File: config.mk
export PLATFORM = sky130hd
export DESIGN_NAME = writeback_stage
export DESIGN_NICKNAME = d
export VERILOG_FILES = /design/src/rtl/writeback_stage_pkg.sv /design/src/rtl/writeback_stage_load_align.sv /design/src/rtl/writeback_stage.sv
export SDC_FILE = /design/constraint.sdc
export NUM_CORES = 1
export LEC_CHECK = 0
export CAP_MARGIN = 25
export CORE_MARGIN = 3
export CORE_UTILIZATION = 49
export CTS_CLUSTER_SIZE = 40
export DETAILED_ROUTE_END_ITERATION = 6
export PLACE_DENSITY = 0.83
export SLEW_MARGIN = 20
export SYNTH_ARGS = -nofsm -noshare
export SYNTH_HDL_FRONTEND = slang
export SYNTH_SLANG_ARGS = --single-unit
File: constraint.sdc
create_clock -name clk -period 5.1 [get_ports clk]
set_input_delay 0.765 -clock clk [delete_from_list [all_inputs] [get_ports clk]]
set_output_delay 0.765 -clock clk [all_outputs]
set_load 0.05 [all_outputs]
File: src/rtl/writeback_stage_pkg.sv
// Shared encodings for the writeback stage: load sizes and the hard-wired zero register.
package writeback_stage_pkg;

    localparam logic [1:0] LS_WORD  = 2'b00;
    localparam logic [1:0] LS_BYTE  = 2'b01;
    localparam logic [1:0] LS_HALF  = 2'b10;

    localparam logic [4:0] REG_ZERO = 5'd0;

endpackage

File: src/rtl/writeback_stage_load_align.sv
// load_align: picks a byte or halfword out of a loaded word and sign/zero-extends it.
// Sizes 00 and 11 both pass the full word through.
module load_align
    import writeback_stage_pkg::*;
#(
    parameter int DATA_W = 32
) (
    input  logic [1:0]        load_size,
    input  logic              load_unsigned,
    input  logic [1:0]        byte_off,
    input  logic [DATA_W-1:0] data_in,
    output logic [DATA_W-1:0] data_out
);

    logic [7:0]  byte_v;
    logic [15:0] half_v;
    logic        sign_bit;

    always_comb begin
        byte_v = data_in[7:0];
        case (byte_off)
            2'd0:    byte_v = data_in[7:0];
            2'd1:    byte_v = data_in[15:8];
            2'd2:    byte_v = data_in[23:16];
            default: byte_v = data_in[31:24];
        endcase
        half_v = byte_off[1] ? data_in[31:16] : data_in[15:0];
    end

    always_comb begin
        data_out = data_in;
        sign_bit = 1'b0;
        case (load_size)
            LS_BYTE: begin
                sign_bit = ~load_unsigned & byte_v[7];
                data_out = {{(DATA_W-8){sign_bit}}, byte_v};
            end
            LS_HALF: begin
                sign_bit = ~load_unsigned & half_v[15];
                data_out = {{(DATA_W-16){sign_bit}}, half_v};
            end
            default: data_out = data_in;
        endcase
    end

endmodule

File: src/rtl/writeback_stage.sv
// Writeback pipeline latch: captures the memory-stage result, drives the register-file write
// and counts retired instructions. Define WB_SUBWORD_EN for byte/halfword load extraction.
module writeback_stage
    import writeback_stage_pkg::*;
#(
    parameter int DATA_W = 32,
    parameter int CNT_W  = 32
) (
    input  logic              clk,
    input  logic              rst,
    input  logic              stall,
    input  logic              flush,
    input  logic              valid_in,
    input  logic              reg_write_in,
    input  logic              mem_to_reg_in,
    input  logic [1:0]        load_size_in,
    input  logic              load_unsigned_in,
    input  logic [1:0]        byte_off_in,
    input  logic [DATA_W-1:0] alu_result_in,
    input  logic [DATA_W-1:0] mem_data_in,
    input  logic [4:0]        rd_in,
    output logic              r_write,
    output logic [4:0]        rd_write,
    output logic [DATA_W-1:0] w_data,
    output logic [CNT_W-1:0]  retired
);

    logic              valid_q, valid_d;
    logic              fresh_q, fresh_d;
    logic              reg_write_q, reg_write_d;
    logic              mem_to_reg_q, mem_to_reg_d;
    logic [4:0]        rd_q, rd_d;
    logic [DATA_W-1:0] alu_result_q, alu_result_d;
    logic [DATA_W-1:0] mem_data_q, mem_data_d;
    logic [CNT_W-1:0]  retired_q, retired_d;
    logic              capture;
    logic [DATA_W-1:0] load_value;

    assign capture = !stall && !flush;

    always_comb begin
        valid_d      = valid_q;
        fresh_d      = 1'b0;
        reg_write_d  = reg_write_q;
        mem_to_reg_d = mem_to_reg_q;
        rd_d         = rd_q;
        alu_result_d = alu_result_q;
        mem_data_d   = mem_data_q;
        retired_d    = retired_q;
        // Flush only drops the valid bit; the stale payload is harmless once invalid.
        if (flush) begin
            valid_d = 1'b0;
        end else if (capture) begin
            valid_d      = valid_in;
            fresh_d      = valid_in;
            reg_write_d  = reg_write_in;
            mem_to_reg_d = mem_to_reg_in;
            rd_d         = rd_in;
            alu_result_d = alu_result_in;
            mem_data_d   = mem_data_in;
            if (valid_in) begin
                retired_d = retired_q + CNT_W'(1);
            end
        end
    end

    always_ff @(posedge clk or posedge rst) begin
        if (rst) begin
            valid_q      <= 1'b0;
            fresh_q      <= 1'b0;
            reg_write_q  <= 1'b0;
            mem_to_reg_q <= 1'b0;
            rd_q         <= 5'd0;
            alu_result_q <= '0;
            mem_data_q   <= '0;
            retired_q    <= '0;
        end else begin
            valid_q      <= valid_d;
            fresh_q      <= fresh_d;
            reg_write_q  <= reg_write_d;
            mem_to_reg_q <= mem_to_reg_d;
            rd_q         <= rd_d;
            alu_result_q <= alu_result_d;
            mem_data_q   <= mem_data_d;
            retired_q    <= retired_d;
        end
    end

`ifdef WB_SUBWORD_EN
    logic [1:0] load_size_q, load_size_d;
    logic       load_unsigned_q, load_unsigned_d;
    logic [1:0] byte_off_q, byte_off_d;

    always_comb begin
        load_size_d     = load_size_q;
        load_unsigned_d = load_unsigned_q;
        byte_off_d      = byte_off_q;
        if (capture) begin
            load_size_d     = load_size_in;
            load_unsigned_d = load_unsigned_in;
            byte_off_d      = byte_off_in;
        end
    end

    always_ff @(posedge clk or posedge rst) begin
        if (rst) begin
            load_size_q     <= LS_WORD;
            load_unsigned_q <= 1'b0;
            byte_off_q      <= 2'd0;
        end else begin
            load_size_q     <= load_size_d;
            load_unsigned_q <= load_unsigned_d;
            byte_off_q      <= byte_off_d;
        end
    end

    load_align #(.DATA_W(DATA_W)) u_load_align (
        .load_size     (load_size_q),
        .load_unsigned (load_unsigned_q),
        .byte_off      (byte_off_q),
        .data_in       (mem_data_q),
        .data_out      (load_value)
    );
`else
    logic unused_subword;
    assign unused_subword = ^{load_size_in, load_unsigned_in, byte_off_in};
    assign load_value     = mem_data_q;
`endif

    // A stalled entry keeps valid_q but loses fresh_q, so it writes the register file once.
    assign r_write  = valid_q && fresh_q && reg_write_q && (rd_q != REG_ZERO);
    assign rd_write = rd_q;
    assign w_data   = mem_to_reg_q ? load_value : alu_result_q;
    assign retired  = retired_q;

endmodule

---- Word level (Yosys, flattened, before mapping) ----
Index checks and enable logic that the tools add are counted.
word-level totals
  register bits ........................... 105
  latch bits .............................. 0
  bits in writable memories ............... 0
  ROM bits ................................ 0
  bits of input ports ..................... 81
  output and inout bits ................... 70
  word-level logic and storage cells ...... 25
  memories kept ........................... 0
cells by class
  add/sub/neg operators ................... 1
  multiply operators ...................... 0
  div/mod/pow operators ................... 0
  magnitude comparators ................... 0
  equality and inequality tests ........... 0
  shifts and indexed selects .............. 0
  muxes and demuxes ....................... 5
  bitwise operators ....................... 1
  reductions and logical operators ........ 10
operators by type and width
  kind                     number
  $add A32 B1 Y32 const B  1
  $mux W32                 1
  $reduce_bool A5 Y1       1
  $logic_and A1 B1 Y1      4
  $mux W1                  4
  $reduce_and A3 Y1        1
  $logic_not A1 Y1         2
  $reduce_and A2 Y1        1
  $reduce_bool A2 Y1       1
  $not A1 Y1               1

---- Depth between registers and ports, before layout ----
  word-level depth ........................ 4
  depth in mapped cells ................... 6
  gate-level depth less buffers ........... 5

---- Worst setup path after synthesis ----
No wires, ideal clock.
  path kind ............................... reg2out
  start point ............................. register rd_q[1] (netlist: rd_write[1])
  end point ............................... output port r_write
  data arrival time ....................... 1.543 ns
  data required time ...................... 4.335 ns
  path slack .............................. 2.792 ns
  cell stages (with the launch flop) ...... 3
  path buffers ............................ 0
  cell sequence ........................... dfrtp_1 > nor3_1 > a21oi_1
between the ends
  word-level cells in the longest chain between the ends .. 2
RTL lines
  element                 RTL line                text
  start, declared         writeback_stage.sv:32   logic [4:0] rd_q, rd_d;
  start signal, assigned  writeback_stage.sv:82   rd_q <= rd_d;
  $reduce_bool A5 Y1      writeback_stage.sv:131  assign r_write = valid_q && fresh_q && reg_write_q && (rd_q != REG_ZERO);
  $logic_and A1 B1 Y1     writeback_stage.sv:131
  end, declared           writeback_stage.sv:22   output logic r_write,
Every way passes these cells.

---- Worst setup path in the final report ----
  start point ............................. register mem_to_reg_q
  end point ............................... output port w_data[7]
between the ends
  word-level cells in the longest chain between the ends .. 1
RTL lines
  element                 RTL line                text
  start, declared         writeback_stage.sv:31   logic mem_to_reg_q, mem_to_reg_d;
  start signal, assigned  writeback_stage.sv:81   mem_to_reg_q <= mem_to_reg_d;
  $mux W32                writeback_stage.sv:133  assign w_data = mem_to_reg_q ? load_value : alu_result_q;
  end, declared           writeback_stage.sv:24   output logic [DATA_W-1:0] w_data,
Every way passes these cells.

==> impl_metrics.yaml <==
outcome:
  status: "finished clean"
grt:
  grt_util_met2_pct: 27.8
  gr-usage-all-layers_pct: 18.4
  grt_pass1_vias: 3052
  top_usage_layer: "met2"
  met3_usage_pct: 5.60
  grt_max_degree: 73
  antenna_found_initial: 0
  grt_use_met1_pct: 26.6
  gr-total-overflow: 0
  grt_pass1_wl_um: 15200
timing:
  post-route-period-util_pct: 64.4
  rsz0062_at_grt: "no"
  finalSetupViolCount: 0
  worst_pin_slew_ns: 0.890
  hold_viol: 0
  fin_skew_ns: 0.0106
  period_minus_slack_ns: 3.28
  fmax_mhz: 305
  slew_headroom_pct: 40.6
  maxSlewViolCount: 0
  finalSetupTns_ns: 0
  fin_ws_ns: 1.82
finish:
  final_nets: 547
  layout-drive-gt1-share_pct: 27.7
  area_growth_pct: 39.0
  post-route-cell-area_um2: 6320
  antenna_cells: 0
clock_tree:
  post-cts-setup-buffer-count: 0
  insertion_delay_ns: 0.36
  cts_buffers: 9
  hold_buffers: 0
  cts_tree: "built"
  cts_max_path_buffers: 2
  htree_levels: 3
  cts.repair.resized: 0
  root_buffer: "clkbuf_8"
  cts_sinks: 105
  path_clk_slew_ns: 0.10
synthesis:
  async_reset_ff_share_pct: 100
  yosys.area.top_type: "dfrtp_1"
  yosysUniqueCellTypes: 24
  synth_ff_type: "dfrtp_1"
  synth_nets: 400
  seq_area_frac_synth_pct: 57.8
  synth_top_area_share_pct: 57.8
  syn_avg_cell_area_um2: 14.3
  syn_area_um2: 4550
  ys_top_cells_by_area: "dfrtp_1 58%, mux2_2 26%, xnor2_1 5.6%"
  postSynthCellCount: 318
  synth_edf_count: 0
  ys_ff_latch: 105
  ys_warn_count: 0
drt:
  vias: 3069
  drt_pass1_iterations: 4
  post_drt_wl_per_cell_um: 16.7
  drt_wl_total_um: 9650
  drt-initial-drc-count: 90
  drc: 0
  ant_nets: 0
  viasPerCell: 5.31
place:
  place_ws_ns: 2.20
  io_buffer_count: 145
  place_area_um2: 6120
  gp_congestion: 0.804
  dpl.hpwl_um: 6820
hold_path:
  hold_class: "register to register"
  holdPathEnd: "retired[31]"
  min-delay-start: "retired[31]"
  hold_depth: 1
die:
  die_area_um2: 10500
  initial_core_util_pct: 51.4
  die_h_um: 102
  num_rows: 34
  die_w_um: 102
  ioPinCount: 151
  core_region_area_um2: 8850
run:
  drv_cap: 0
power:
  p_total_uw: 2290
  vdd_ir_drop_max_uv: 218
  static-leakage-power_uw: 0.00260
  powerDensity_nw_per_um2: 362
worst_setup_path:
  cp_max_fo: 24
  reg2reg_slack_ns: 3.30
  r2r_start: "retired[0]"
  arrival_ns: 2.52
  worstSetupPathType: "register to output port"
  critPathLaunchType: "register"
  r2r_cells: 6
  required_ns: 4.34
  end_kind: "output port"
  r2r-end: "retired[12]"
-- metrics by stage --
step                      hold slack (ns)  utilization (%)  instances
after floorplan                     0.475                -        318
after global placement              0.463             69.1        562
after detailed placement            0.470             69.1        562
after CTS                           0.485             71.5        578
after global routing                0.512             71.5        578
final                               0.481             71.5        578
-- cells by family (layout without fill, tap and decap cells) --
group	after synthesis	after routing	share of synthesized area [%]
AOI/OAI and AO/OA	1	1	0.110
DFF	105	105	57.8
muxes	105	105	26.0
buffers and inverters	16	168	1.51
and+or+nand+nor	59	59	8.42
xor gates and xnor gates	31	31	5.97
adders and majority gates	1	1	0.275
-- layout by cell type, fill, tap and decap left out --
| cell | count |
|---|---|
| inv_1 | 2 |
| nor3b_2 | 1 |
| inv_4 | 1 |
| mux2i_1 | 1 |
| and4_1 | 4 |
| clkbuf_1 | 1 |
| nor4bb_1 | 1 |
| nor2_1 | 3 |
| inv_6 | 1 |
| ha_1 | 1 |
| nor4_4 | 3 |
| nand3_1 | 15 |
| buf_4 | 4 |
| nand4_1 | 13 |
| and3_1 | 4 |
| or3b_1 | 1 |
| clkdlybuf4s50_1 | 145 |
| clkinvlp_4 | 2 |
| xnor2_1 | 29 |
| nor3_1 | 1 |
| mux2_2 | 104 |
| nor3b_1 | 1 |
| nor2_4 | 1 |
| a21oi_1 | 1 |
| clkinv_4 | 1 |
| bufinv_16 | 1 |
| clkbuf_8 | 10 |
| xor2_1 | 2 |
| nor2_2 | 1 |
| nand2_1 | 10 |
| dfrtp_1 | 105 |
-- synth_stat cells (2+ instances only) --
library cell and n:
and3_1 4, and4_1 4, clkbuf_1 11, dfrtp_1 105, inv_1 3, mux2_2 104
nand2_1 10, nand3_1 15, nand4_1 13, nor2_1 4, nor4_4 3, xnor2_1 29
xor2_1 2
-- worst max-delay path by stage --
stage,endpoint,slack [ns],from,cells past startpoint
floorplan,alu_result_q[0],1.57,rst,1
global placement,w_data[1],2.21,mem_to_reg_q,3
detailed placement,w_data[19],2.20,mem_to_reg_q,3
CTS,w_data[7],1.79,mem_to_reg_q,3
global route,w_data[1],1.70,mem_to_reg_q,3
finish,w_data[7],1.82,mem_to_reg_q,3
-- where the power goes --
| group | internal (uW) | switching, uW | leakage [uW] | total, uW |
|---|---|---|---|---|
| clock network | 244 | 284 | 0.0000962 | 528 |
| logic | 326 | 433 | 0.00120 | 759 |
| registers | 934 | 66.6 | 0.00130 | 1000 |
-- worst max-delay path, stage by stage, from the launching register on --
cell and delay [ns]:
dfrtp_1 0.63, buf_4 0.42, mux2_2 0.38, clkdlybuf4s50_1 0.72
-- area by class of cell --
type / count / area (um^2)
tap: 108 / 135
timing repair buffer: 149 / 1480
clock inverter: 5 / 62.6
inverter: 3 / 13.8
fill: 646 / 2530
multi-input combinational: 197 / 1860
sequential: 105 / 2630
clock buffer: 11 / 141
-- layer usage --
metal | up-vias | part of all wire (%)
met1 | 1537 | 46
li1 | 1430 | -
met4 | 0 | 0.37
met2 | 97 | 46
met5 | - | 0
met3 | 5 | 7.1
-- state kept, by name (all words and copies together), names as in the netlist --
signal and flops:
valid_q 1, fresh_q 1, mem_to_reg_q 1, reg_write_q 1, load_value 32, retired 32, rd_write 5, alu_result_q 32
(Power assumes the default switching activity.)
